### src/rtl/decoder_scan_ctrl.sv
// decoder_scan_ctrl: front end for the 3-to-8 LED decoder.
// Raw board switches and buttons are synchronised and debounced. In manual
// mode the debounced 3-bit code goes straight to the decoder. In auto mode a
// prescaled up/down scan counter walks the lit LED one position per step.
// All outputs are registered. They are computed from the next state, so the
// decoder sees a new mode on the same edge that the FSM moves to it.
module decoder_scan_ctrl #(
    parameter int DEB_CYCLES  = 1000000,
    parameter int DEB_W       = 20,
    parameter int STEP_CYCLES = 50000000,
    parameter int STEP_W      = 26
) (
    input  logic       clk,
    input  logic       rst,
    input  logic [2:0] sw_in,
    input  logic       en_in,
    input  logic       btn_mode,
    output logic [2:0] enable,
    output logic [2:0] switch,
    output logic       auto_mode,
    output logic       step_tick
);

    typedef enum logic [1:0] {
        IDLE   = 2'd0,
        MANUAL = 2'd1,
        AUTO   = 2'd2
    } state_t;

    localparam logic [DEB_W-1:0]  DEB_LAST  = DEB_W'(DEB_CYCLES - 1);
    localparam logic [STEP_W-1:0] STEP_LAST = STEP_W'(STEP_CYCLES - 1);

    // Bit map of the raw inputs: [2:0] code switches, [3] enable, [4] mode button.
    logic [4:0]       raw;
    logic [4:0]       sync1;
    logic [4:0]       sync2;
    logic [4:0]       db;
    logic [DEB_W-1:0] deb_cnt [5];

    logic [2:0] sw_db;
    logic       en_db;
    logic       btn_db;
    logic       btn_prev;
    logic       toggle;
    logic       auto_mode_next;

    state_t            state;
    state_t            state_next;
    logic [STEP_W-1:0] presc;
    logic [STEP_W-1:0] presc_next;
    logic [2:0]        scan;
    logic [2:0]        scan_next;
    logic              tick_next;
    logic [2:0]        enable_next;
    logic [2:0]        switch_next;

    assign raw    = {btn_mode, en_in, sw_in};
    assign sw_db  = db[2:0];
    assign en_db  = db[3];
    assign btn_db = db[4];

    // A rising edge of the debounced button flips the mode in every state.
    assign toggle         = btn_db & ~btn_prev;
    assign auto_mode_next = auto_mode ^ toggle;

    // Two-flop synchronisers, then one debounce counter per input.
    // A new level is accepted only after DEB_CYCLES cycles of disagreement.
    always_ff @(posedge clk) begin
        if (!rst) begin
            sync1 <= '0;
            sync2 <= '0;
            db    <= '0;
            for (int i = 0; i < 5; i++) deb_cnt[i] <= '0;
        end else begin
            sync1 <= raw;
            sync2 <= sync1;
            for (int i = 0; i < 5; i++) begin
                if (sync2[i] != db[i]) begin
                    if (deb_cnt[i] == DEB_LAST) begin
                        db[i]      <= sync2[i];
                        deb_cnt[i] <= '0;
                    end else begin
                        deb_cnt[i] <= deb_cnt[i] + 1'b1;
                    end
                end else begin
                    deb_cnt[i] <= '0;
                end
            end
        end
    end

    // Next-state logic. Losing the enable wins over any mode change.
    always_comb begin
        state_next = state;
        if (!en_db) begin
            state_next = IDLE;
        end else begin
            case (state)
                IDLE:    state_next = auto_mode_next ? AUTO : MANUAL;
                MANUAL:  if (toggle && auto_mode_next) state_next = AUTO;
                AUTO:    if (toggle && !auto_mode_next) state_next = MANUAL;
                default: state_next = IDLE;
            endcase
        end
    end

    // Scan datapath and output values. A step happens only when AUTO is both
    // the current and the next state. This stops a wrap that coincides with
    // a transition from moving the code.
    always_comb begin
        presc_next  = presc;
        scan_next   = scan;
        tick_next   = 1'b0;
        enable_next = 3'b000;
        switch_next = 3'b000;
        if (state_next == AUTO) begin
            if (state != AUTO) begin
                scan_next  = sw_db;
                presc_next = '0;
            end else if (presc == STEP_LAST) begin
                presc_next = '0;
                tick_next  = 1'b1;
                scan_next  = sw_db[0] ? (scan - 3'd1) : (scan + 3'd1);
            end else begin
                presc_next = presc + 1'b1;
            end
        end else begin
            presc_next = '0;
        end
        case (state_next)
            MANUAL: begin
                enable_next = 3'b100;
                switch_next = sw_db;
            end
            AUTO: begin
                enable_next = 3'b100;
                switch_next = scan_next;
            end
            default: begin
                enable_next = 3'b000;
                switch_next = 3'b000;
            end
        endcase
    end

    // State, mode, scan and output registers.
    always_ff @(posedge clk) begin
        if (!rst) begin
            state     <= IDLE;
            btn_prev  <= 1'b0;
            auto_mode <= 1'b0;
            presc     <= '0;
            scan      <= 3'b000;
            enable    <= 3'b000;
            switch    <= 3'b000;
            step_tick <= 1'b0;
        end else begin
            state     <= state_next;
            btn_prev  <= btn_db;
            auto_mode <= auto_mode_next;
            presc     <= presc_next;
            scan      <= scan_next;
            enable    <= enable_next;
            switch    <= switch_next;
            step_tick <= tick_next;
        end
    end

endmodule

### config.mk
export PLATFORM = sky130hd
export DESIGN_NAME = decoder_scan_ctrl
export DESIGN_NICKNAME = d
export VERILOG_FILES = /design/src/rtl/decoder_scan_ctrl.sv
export SDC_FILE = /design/constraint.sdc
export NUM_CORES = 1
export LEC_CHECK = 0
export ABC_AREA = 0
export BUFFER_PORTS_ARGS = -buffer_cell sky130_fd_sc_hd__buf_4
export CAP_MARGIN = 15
export CELL_PAD_IN_SITES_DETAIL_PLACEMENT = 0
export CELL_PAD_IN_SITES_GLOBAL_PLACEMENT = 1
export CORE_MARGIN = 2
export CORE_UTILIZATION = 50
export CTS_CLUSTER_SIZE = 25
export DETAILED_ROUTE_END_ITERATION = 10
export GPL_TIMING_DRIVEN = 0
export HOLD_SLACK_MARGIN = 0.15
export PLACE_DENSITY = 0.79
export SLEW_MARGIN = 15
export SYNTH_ARGS = -nofsm -noshare
export SYNTH_HDL_FRONTEND = slang
export SYNTH_SLANG_ARGS = --single-unit
export TNS_END_PERCENT = 10
### constraint.sdc
create_clock -name clk -period 2.5 [get_ports clk]
set_input_delay 0.5 -clock clk [delete_from_list [all_inputs] [get_ports clk]]
set_output_delay 0.5 -clock clk [all_outputs]
set_load 0.005 [all_outputs]
# ---- After elaboration in Yosys (flattened, before gate mapping)
# Memory sizes are Yosys's and may differ from the RTL's.
# Cells that the tools add are included.
dict set report word_totals {
  register_bits 55
  ram_bits 100
  inputBits 7
  output_inout_bits 8
  elab_cells 155
  n_memories 1
}
dict set report op_classes {
  addsub 8
  eq_ne 16
  mux 83
  n_bitwise 20
  n_reduce_logical 12
}
# memory words word_bits read_ports rd_clocked_by_memory_dff wr line_no
set mem_list {}
lappend mem_list {deb_cnt 5 20 5 0 5 38} ;# logic [DEB_W-1:0] deb_cnt [5];
# operator n
set ops {}
lappend ops {{20-bit 2-to-1 mux} 15}
lappend ops {{20-bit by 1-bit adder with 20-bit output (second input constant)} 5}
lappend ops {{20-bit equality test (second input constant)} 5}
lappend ops {{1-bit 2-to-1 mux} 57}
lappend ops {{26-bit by 1-bit adder with 26-bit output (second input constant)} 1}
lappend ops {{26-bit equality test (second input constant)} 1}
lappend ops {{3-bit 2-to-1 mux} 5}
lappend ops {{1-bit bitwise OR} 15}
lappend ops {{2-bit AND reduction} 5}
lappend ops {{2-bit 2-to-1 mux} 4}
lappend ops {{2-bit one-hot mux with 3 select lines} 1}
lappend ops {{3-bit one-hot mux with 2 select lines} 1}
lappend ops {{1-bit != test} 5}
lappend ops {{2-bit by 1-bit equality test with 1-bit output (second input constant)} 2}
lappend ops {{2-bit equality test (second input constant)} 2}
lappend ops {{4-bit OR reduction} 1}
lappend ops {{3-bit by 1-bit adder with 3-bit output (second input constant)} 1}
lappend ops {{1-bit inverter} 3}
lappend ops {{3-bit OR reduction} 1}
lappend ops {{3-bit by 1-bit subtractor with 3-bit output (second input constant)} 1}
lappend ops {{1-bit logical AND} 2}
lappend ops {{2-bit logical NOT} 1}
lappend ops {{2-bit != test (second input constant)} 1}
lappend ops {{2-bit OR reduction} 1}
lappend ops {{other kinds (3)} 3}

# ---- Logic depth before layout (Yosys ltp)
# Gate-level depths: netlist (run 1).
dict set report depth {
  depth_word 11
  mapped_depth 13
  depth_no_buf 12
}

# ---- Least setup slack after synthesis (run 1)
# OpenSTA, ideal clock, no wires.
dict set report synth_timing {
  path_type {register to register}
  from {register db[4]}
  to {register scan[0]}
  setup_ns 0.120
  arrival_time_ns 2.051
  required_ns 2.380
  setup_slack_ns 0.329
  path_stages_with_launch 10
  n_path_buf 1
  period_less_slack_ns 2.171
  path_cell_list {dfxtp_1 > nor2b_1 > ha_1 > mux2i_1 > nand2b_1 > a21boi_0 > ha_1 > clkbuf_1 > o21ai_0 > o31a_1}
}
dict set report synth_between {
  elab_chain_len 9
  elab_cells_between_ends 12
  cone_classes {eq/ne: 1; mux: 6; bitwise: 2; reduce/logical: 3}
}
# element line_no
set synth_rtl {}
lappend synth_rtl {{from (decl)} 37} ;# logic [4:0] db;
lappend synth_rtl {{from (signal, indexed assignment)} 80} ;# db[i] <= sync2[i];
lappend synth_rtl {{1-bit bitwise AND *} 63} ;# assign toggle = btn_db & ~btn_prev;
lappend synth_rtl {{1-bit bitwise XOR} 64} ;# assign auto_mode_next = auto_mode ^ toggle;
lappend synth_rtl {{1-bit logical NOT} 101} ;# AUTO: if (toggle && !auto_mode_next) state_next = MANUAL;
lappend synth_rtl {{1-bit logical AND} 101}
lappend synth_rtl {{2-bit 2-to-1 mux} 101}
lappend synth_rtl {{2-bit one-hot mux with 3 select lines *} 98} ;# case (state)
lappend synth_rtl {{2-bit 2-to-1 mux *} 95} ;# if (!en_db) begin
lappend synth_rtl {{net state_next[1]} 48} ;# state_t state_next;
lappend synth_rtl {{2-bit equality test *} 116} ;# if (state_next == AUTO) begin
lappend synth_rtl {{3-bit 2-to-1 mux *} 116}
lappend synth_rtl {{to (signal assigned)} 162} ;# scan <= scan_next;
lappend synth_rtl {{to (decl)} 51} ;# logic [2:0] scan;
# The timed path passes the listed nets; every way through them passes the cells marked *.
# A chain may end at the register's enable or synchronous reset.

# ---- Final worst setup path (run 1)
dict set report layout_timing {
  from {register db[4]}
  to {register presc[13]}
}
dict set report layout_between {
  elab_chain_len 10
  elab_cells_between_ends 13
  cone_classes {eq/ne: 1; mux: 5; bitwise: 3; reduce/logical: 4}
}
# element line_no
set layout_rtl {}
lappend layout_rtl {{1-bit bitwise AND *} 63}
lappend layout_rtl {{1-bit bitwise XOR} 64}
lappend layout_rtl {{1-bit logical NOT} 101}
lappend layout_rtl {{1-bit logical AND} 101}
lappend layout_rtl {{2-bit 2-to-1 mux} 101}
lappend layout_rtl {{2-bit one-hot mux with 3 select lines *} 98}
lappend layout_rtl {{2-bit 2-to-1 mux *} 95}
lappend layout_rtl {{net state_next[0]} 48}
lappend layout_rtl {{2-bit equality test *} 116}
lappend layout_rtl {{1-bit inverter (no line) *} --}
lappend layout_rtl {{4-bit OR reduction (no line) *} --}
lappend layout_rtl {{to (signal assigned)} 161} ;# presc <= presc_next;
lappend layout_rtl {{to (decl)} 49} ;# logic [STEP_W-1:0] presc;
# Marked as above.

==> flow_results.xml, run 1 <==
<?xml version="1.0" encoding="UTF-8"?>
<metrics>
  <group name="global_route">
    <metric name="grt_pass1_vias" unit="">5347</metric>
    <metric name="grt_start_max_net_pins" unit="">17</metric>
    <metric name="globalRouteOverflowTotal" unit="">0</metric>
    <metric name="antenna_found_initial" unit="">0</metric>
    <metric name="grt_busiest_layer" unit="">met2</metric>
    <metric name="use_met2" unit="">0.2991</metric>
    <metric name="global_route.usage.total" unit="">0.1826</metric>
    <metric name="grt_pass1_wl" unit="mm">24.07</metric>
    <metric name="met1_grt_util" unit="">0.2336</metric>
    <metric name="met3_usage" unit="">0.03659</metric>
  </group>
  <group name="routing">
    <metric name="detail_route.vias_per_cell" unit="">5.077</metric>
    <metric name="ant_nets" unit="">0</metric>
    <metric name="route.detailed.wl_per_inst" unit="um">12.86</metric>
    <metric name="dr.pass1.iters" unit="">4</metric>
    <metric name="totalWireLength" unit="mm">13.95</metric>
    <metric name="via_count" unit="">5509</metric>
    <metric name="drt_drc_violations_left" unit="">0</metric>
    <metric name="drt_iter0_markers" unit="">300</metric>
  </group>
  <group name="finish">
    <metric name="antenna_cells_inserted" unit="">0</metric>
    <metric name="finish.net_count" unit="">902</metric>
    <metric name="area_delta_synth_final" unit="%">17.52</metric>
    <metric name="layout_common_cells" unit="">sky130_fd_sc_hd__nor2_1, sky130_fd_sc_hd__conb_1, sky130_fd_sc_hd__edfxtp_1</metric>
    <metric name="final_area" unit="um^2">9090</metric>
    <metric name="layout.core_utilization" unit="">0.6002</metric>
    <metric name="n_fill_cell" unit="">1294</metric>
    <metric name="layout.cells.most_common" unit="">sky130_fd_sc_hd__nor2_1</metric>
    <metric name="layout-drive-gt1-share" unit="">0.07915</metric>
  </group>
  <group name="yosys">
    <metric name="mean_area_per_synthesized_cell" unit="um^2">10.27</metric>
    <metric name="synth_top_area_share" unit="">0.3882</metric>
    <metric name="ys_seq_elements" unit="">153</metric>
    <metric name="synthesis.area" unit="um^2">7735</metric>
    <metric name="synth_area_leaders" unit="">sky130_fd_sc_hd__edfxtp_1, sky130_fd_sc_hd__dfxtp_1, sky130_fd_sc_hd__xor2_1</metric>
    <metric name="synth_async_sr_flop_share" unit="">0</metric>
    <metric name="synth-edff-count" unit="">100</metric>
    <metric name="post_synth_num_cell_types" unit="">51</metric>
    <metric name="yosys_warnings" unit="">0</metric>
    <metric name="syn_inst" unit="">753</metric>
    <metric name="synth.largest_area_cell" unit="">sky130_fd_sc_hd__edfxtp_1</metric>
    <metric name="synth_seq_area_share" unit="">0.5254</metric>
    <metric name="synthFlopType" unit="">sky130_fd_sc_hd__edfxtp_1</metric>
  </group>
  <group name="floorplan">
    <metric name="chipHeight" unit="um">128.4</metric>
    <metric name="die_w" unit="um">128.4</metric>
    <metric name="pin_count" unit="">15</metric>
    <metric name="num_rows" unit="">45</metric>
    <metric name="floorplan.initialDensity" unit="">0.5107</metric>
    <metric name="coreArea" unit="um^2">15150</metric>
    <metric name="floorplan.die_area" unit="um^2">16480</metric>
  </group>
  <group name="clock_network">
    <metric name="cts-root-buf" unit="">sky130_fd_sc_hd__clkbuf_16</metric>
    <metric name="clockBufferDepth" unit="">2</metric>
    <metric name="tritoncts.num_buffers" unit="">17</metric>
    <metric name="cts_setup_buffers" unit="">0</metric>
    <metric name="clkSinkCount" unit="">153</metric>
    <metric name="cts.reportedPaths.clkPinSlew" unit="ns">0.06</metric>
    <metric name="clk-insertion-delay-late" unit="ns">0.43</metric>
    <metric name="cts_max_level" unit="">4</metric>
    <metric name="tritoncts" unit="">yes</metric>
  </group>
  <group name="hold_path">
    <metric name="hold_path.class" unit="">in -&gt; reg</metric>
    <metric name="min_path_cells" unit="">2</metric>
  </group>
  <group name="run">
    <metric name="timing.max_cap.violations" unit="">0</metric>
  </group>
  <group name="setup_path">
    <metric name="worst-endpoint-required" unit="ns">2.86</metric>
    <metric name="worstSetupPathType" unit="">reg -&gt; reg</metric>
    <metric name="crit_fanout" unit="">10</metric>
    <metric name="cp-start-kind" unit="">flop</metric>
    <metric name="rr_worst_depth" unit="">13</metric>
    <metric name="endpoint_kind" unit="">flop</metric>
    <metric name="cp.arrival" unit="ns">2.64</metric>
  </group>
  <group name="power">
    <metric name="pleak" unit="nW">3.270</metric>
    <metric name="power_per_cell_area" unit="nW/um^2">627.2</metric>
    <metric name="peakVddDrop" unit="mV">0.4527</metric>
  </group>
  <group name="timing">
    <metric name="min_period" unit="ns">2.282</metric>
    <metric name="final.period_utilization" unit="">0.9127</metric>
    <metric name="grt_setup_unrepaired" unit="">no</metric>
    <metric name="measured_slew_at_the_worst_slew_check_pin" unit="ns">0.7697</metric>
    <metric name="hold_violations" unit="">0</metric>
    <metric name="setup_viol" unit="">0</metric>
    <metric name="skew" unit="ns">0.009485</metric>
    <metric name="max_freq" unit="MHz">438.3</metric>
    <metric name="timing.max_slew.rel_slack" unit="">0.4829</metric>
    <metric name="timing.hold.ws" unit="ns">0.2988</metric>
    <metric name="maxSlewViolCount" unit="">0</metric>
  </group>
  <group name="placed_design">
    <metric name="post-dp-hpwl" unit="mm">10.09</metric>
    <metric name="postPlaceCellArea" unit="um^2">8436</metric>
    <metric name="buffer_ports.inserted" unit="">12</metric>
    <metric name="place_congestion" unit="">0.8330</metric>
  </group>
  <group name="outcome">
    <metric name="outcome" unit="">finished clean</metric>
  </group>
</metrics>
-- report_power, final --
part	total, mW	switching, mW	leakage (nW)	internal, mW
clock network	2.69	0.984	0.302	1.70
logic	0.163	0.0935	1.51	0.0699
registers	2.85	0.0801	1.46	2.77
total	5.70	1.16	3.27	4.54
-- logic make-up after synthesis --
group	after synthesis	share of synthesized area
AOI/OAI and AO/OA	18	0.01472
xor gates and xnor gates	121	0.1370
adders and majority gates	11	0.01876
buffers and inverters	39	0.02378
DFF	153	0.5254
muxes	8	0.01035
other	2	0.0009709
and+or+nand+nor	401	0.2690
-- metal layers --
| metal | up-vias | wire length, um |
|---|---|---|
| li1 | 2785 | - |
| met1 | 2618 | 6696 |
| met2 | 81 | 6538 |
| met3 | 25 | 403 |
| met4 | 0 | 316 |
| met5 | - | 0 |
-- path summary, 6_finish.rpt --
path	startpoint	to	slack [ns]
worst min-delay path	btn_mode	sync1[4]$_SDFF_PN0_	0.30
worst min register to register	sync1[3]$_SDFF_PN0_	sync2[3]$_SDFF_PN0_	0.43
worst max-delay path	db[4]$_SDFFE_PN0N_	presc[13]$_SDFF_PP0_	0.22
worst max register to register	db[4]$_SDFFE_PN0N_	presc[13]$_SDFF_PP0_	0.22
-- Yosys cell counts (12+ instances only) --
cell / count
sky130_fd_sc_hd__edfxtp_1: 100
sky130_fd_sc_hd__nand2_1: 43
sky130_fd_sc_hd__xnor2_1: 50
sky130_fd_sc_hd__nor3_1: 13
sky130_fd_sc_hd__xor2_1: 71
sky130_fd_sc_hd__inv_1: 16
sky130_fd_sc_hd__nor2_1: 146
sky130_fd_sc_hd__dfxtp_1: 53
sky130_fd_sc_hd__nor4_1: 14
sky130_fd_sc_hd__nand4_1: 27
sky130_fd_sc_hd__clkbuf_1: 12
sky130_fd_sc_hd__and3_1: 25
sky130_fd_sc_hd__and2_1: 16
sky130_fd_sc_hd__nand3_1: 59
-- state kept, by name, indices dropped and copies added, names as in the netlist --
signal / cells
deb_cnt: 100
btn_prev: 1
sync2: 5
scan: 3
presc: 26
sync1: 5
db: 5
switch: 3
auto_mode: 1
state: 2
enable: 1
step_tick: 1
-- layout make-up --
class                           instances  area [um^2]  share of cell area
Buffer                                 23        126.4             0.01390
Clock buffer                           26        544.3             0.05988
Clock inverter                          6        81.33            0.008947
Inverter                               16        60.06            0.006607
Multi-Input combinational cell        661         3889              0.4278
Sequential cell                       153         4064              0.4471
Tap cell                              188        235.2             0.02588
Timing Repair Buffer                   12        90.09            0.009911
-- repair_timing --
action	4_1_cts	5_1_grt
resized for setup	2	7
endpoints found under the setup margin	3	45
cloned	0	0
hold buffers	0	0
-- worst max-delay path, cell delays in order (launching register included) --
cell and delay [ns]:
sky130_fd_sc_hd__dfxtp_1 0.39, sky130_fd_sc_hd__nor2b_4 0.17, sky130_fd_sc_hd__ha_1 0.24, sky130_fd_sc_hd__mux2i_1 0.17, sky130_fd_sc_hd__nor2_1 0.06, sky130_fd_sc_hd__a21oi_1 0.12, sky130_fd_sc_hd__nor2b_1 0.09, sky130_fd_sc_hd__inv_1 0.07
sky130_fd_sc_hd__ha_2 0.20, sky130_fd_sc_hd__nand3_1 0.09, sky130_fd_sc_hd__nand2b_1 0.18, sky130_fd_sc_hd__buf_6 0.15, sky130_fd_sc_hd__buf_4 0.17, sky130_fd_sc_hd__nor2_1 0.11
-- metrics by stage --
step	instances	setup slack, ns	setup TNS [ns]	power (mW)
floorplan	853	0.3294	0	3.009
global placement	1053	0.05353	0	3.055
detailed placement	1053	-0.02849	-0.02849	3.061
CTS	1085	0.07802	0	5.741
global route	1085	0.02078	0	5.890
finish	1085	0.2182	0	5.701
No activity file was read; power rests on OpenSTA's default activity.
==> inputs of run 2 (changes only) <==
==> constraint.sdc (replaced) <==
create_clock -name clk -period 2.5 [get_ports clk]
set_input_delay 0.125 -clock clk [delete_from_list [all_inputs] [get_ports clk]]
set_output_delay 0.125 -clock clk [all_outputs]
set_load 0.005 [all_outputs]
==> run 2 against run 1 <==
Against the previous run: clock power barely moved; power increased by 0.10%; count of clock-buffer cells in the layout unchanged.
==> flow_results.xml, run 2 (same netlist as run 1, synthesis figures left out) <==
<?xml version="1.0" encoding="UTF-8"?>
<metrics>
  <group name="finish">
    <metric name="area_delta_synth_final" unit="%">18.30</metric>
    <metric name="layout_common_cells" unit="">sky130_fd_sc_hd__nor2_1, sky130_fd_sc_hd__conb_1, sky130_fd_sc_hd__edfxtp_1</metric>
    <metric name="largestRegisters" unit="">deb_cnt (100), presc (26)</metric>
    <metric name="largest_register" unit="">deb_cnt</metric>
    <metric name="layout-drive-gt1-share" unit="">0.07863</metric>
    <metric name="finish.net_count" unit="">908</metric>
    <metric name="antenna_cells_inserted" unit="">0</metric>
    <metric name="largest_register_ff_count" unit="">100</metric>
    <metric name="layout.cells.most_common" unit="">sky130_fd_sc_hd__nor2_1</metric>
  </group>
  <group name="clock_network">
    <metric name="clkSinkCount" unit="">153</metric>
    <metric name="cts.reportedPaths.clkPinSlew" unit="ns">0.06</metric>
    <metric name="cts-root-buf" unit="">sky130_fd_sc_hd__clkbuf_16</metric>
    <metric name="clk-insertion-delay-late" unit="ns">0.42</metric>
    <metric name="clockBufferDepth" unit="">2</metric>
    <metric name="tritoncts" unit="">yes</metric>
    <metric name="tritoncts.num_buffers" unit="">17</metric>
    <metric name="cts_setup_buffers" unit="">0</metric>
    <metric name="cts_max_level" unit="">4</metric>
  </group>
  <group name="global_route">
    <metric name="antenna_found_initial" unit="">0</metric>
    <metric name="globalRouteOverflowTotal" unit="">0</metric>
    <metric name="grt_pass1_vias" unit="">5349</metric>
    <metric name="grt_start_max_net_pins" unit="">17</metric>
    <metric name="global_route.usage.total" unit="">0.1830</metric>
    <metric name="grt_pass1_wl" unit="mm">24.12</metric>
  </group>
  <group name="floorplan">
    <metric name="coreArea" unit="um^2">15150</metric>
    <metric name="num_rows" unit="">45</metric>
    <metric name="pin_count" unit="">15</metric>
    <metric name="floorplan.initialDensity" unit="">0.5107</metric>
    <metric name="chipHeight" unit="um">128.4</metric>
    <metric name="die_w" unit="um">128.4</metric>
    <metric name="floorplan.die_area" unit="um^2">16480</metric>
  </group>
  <group name="timing">
    <metric name="measured_slew_at_the_worst_slew_check_pin" unit="ns">0.7859</metric>
    <metric name="layout_setup_ws" unit="ns">0.2178</metric>
    <metric name="setup_viol" unit="">0</metric>
    <metric name="maxSlewViolCount" unit="">0</metric>
    <metric name="final.period_utilization" unit="">0.9129</metric>
    <metric name="timing.max_slew.rel_slack" unit="">0.4720</metric>
    <metric name="hold_violations" unit="">0</metric>
    <metric name="grt_setup_unrepaired" unit="">no</metric>
    <metric name="skew" unit="ns">0.009007</metric>
    <metric name="min_period" unit="ns">2.282</metric>
    <metric name="max_freq" unit="MHz">438.2</metric>
  </group>
  <group name="power">
    <metric name="peakVddDrop" unit="mV">0.4526</metric>
    <metric name="pleak" unit="nW">3.295</metric>
    <metric name="power_per_cell_area" unit="nW/um^2">623.7</metric>
    <metric name="post-layout-total-power" unit="mW">5.707</metric>
  </group>
  <group name="placed_design">
    <metric name="place_congestion" unit="">0.8330</metric>
    <metric name="post-dp-hpwl" unit="mm">10.09</metric>
    <metric name="buffer_ports.inserted" unit="">12</metric>
    <metric name="detailedPlace.worstSlack" unit="ns">-0.02849</metric>
  </group>
  <group name="routing">
    <metric name="via_count" unit="">5528</metric>
    <metric name="dr.pass1.iters" unit="">5</metric>
    <metric name="totalWireLength" unit="mm">13.97</metric>
    <metric name="route.detailed.wl_per_inst" unit="um">12.81</metric>
    <metric name="ant_nets" unit="">0</metric>
    <metric name="detail_route.vias_per_cell" unit="">5.067</metric>
    <metric name="drt_drc_violations_left" unit="">0</metric>
    <metric name="drt_iter0_markers" unit="">325</metric>
  </group>
  <group name="setup_path">
    <metric name="worst-r2r-setup-slack" unit="ns">0.22</metric>
    <metric name="endpoint_kind" unit="">flop</metric>
    <metric name="cp.arrival" unit="ns">2.64</metric>
    <metric name="worst-endpoint-required" unit="ns">2.86</metric>
    <metric name="cp-start-kind" unit="">flop</metric>
    <metric name="crit_fanout" unit="">10</metric>
    <metric name="worstSetupPathType" unit="">reg -&gt; reg</metric>
  </group>
  <group name="hold_path">
    <metric name="hold_path.class" unit="">reg -&gt; reg</metric>
  </group>
  <group name="outcome">
    <metric name="outcome" unit="">finished clean</metric>
  </group>
  <group name="run">
    <metric name="timing.max_cap.violations" unit="">0</metric>
  </group>
</metrics>
[run 2: cell count changes in the layout (fill, tap and decap cells not counted)]
cell                            delta
sky130_fd_sc_hd__dlygate4sd3_1     +6
[run 2: final timing paths]
| path | depth (start not counted) | from | to |
|---|---|---|---|
| setup / recovery | 13 | db[4]$_SDFFE_PN0N_ | presc[13]$_SDFF_PP0_ |
| hold / removal | 1 | sync1[3]$_SDFF_PN0_ | sync2[3]$_SDFF_PN0_ |
| setup reg to reg | 13 | db[4]$_SDFFE_PN0N_ | presc[13]$_SDFF_PP0_ |
| hold reg to reg | 1 | sync1[3]$_SDFF_PN0_ | sync2[3]$_SDFF_PN0_ |
[run 2: critical path: stages, from the launching register on]
cell and delay [ns]:
sky130_fd_sc_hd__dfxtp_1 0.39, sky130_fd_sc_hd__nor2b_4 0.17, sky130_fd_sc_hd__ha_1 0.24, sky130_fd_sc_hd__mux2i_1 0.17, sky130_fd_sc_hd__nor2_1 0.06, sky130_fd_sc_hd__a21oi_1 0.12
sky130_fd_sc_hd__nor2b_1 0.09, sky130_fd_sc_hd__inv_1 0.07, sky130_fd_sc_hd__ha_2 0.20, sky130_fd_sc_hd__nand3_1 0.09, sky130_fd_sc_hd__nand2b_1 0.18, sky130_fd_sc_hd__buf_6 0.15
sky130_fd_sc_hd__buf_4 0.17, sky130_fd_sc_hd__nor2_1 0.11
[run 2: where the power goes]
group | total (mW) | internal, mW | switching, mW
Combinational | 0.171 | 0.0760 | 0.0948
Sequential | 2.85 | 2.77 | 0.0800
Clock | 2.69 | 1.70 | 0.983
[run 2: metal layers]
metal / part of all wire / GRT usage / wire (um)
met1: 0.48 / 0.2350 / 6682
met2: 0.47 / 0.2988 / 6558
met3: 0.030 / 0.03659 / 418
met4: 0.022 / 0.08727 / 314
met5: 0 / 0 / 0
[run 2: metrics by stage]
stage	cell area (um^2)	std cells	util	setup TNS (ns)	hold slack (ns)
finish	9150	1091	0.6041	0	0.4348
floorplan	8110	853	-	0	0.2523
global route	9150	1091	0.6041	0	0.4522
global placement	8436	1053	0.5570	0	0.3512
detailed placement	8436	1053	0.5570	-0.02849	0.3552
CTS	9123	1091	0.6023	0	0.4405
[run 2: repair_timing]
action / in CTS / in global routing
hold endpoints to repair: 6 / 0
endpoints found under the setup margin: 3 / 45
gates resized for setup: 2 / 7
pin swaps: 0 / 0
hold buffers: 6 / 0
cloned: 0 / 0
[run 2: cell type report]
cell class,instances,area [um^2]
Inverter,16,60.06
Clock inverter,6,81.33
Tap cell,188,235.2
Sequential cell,153,4064
Timing Repair Buffer,18,150.1
Clock buffer,26,544.3
Fill cell,1291,5996
Buffer,23,126.4
Multi-Input combinational cell,661,3889
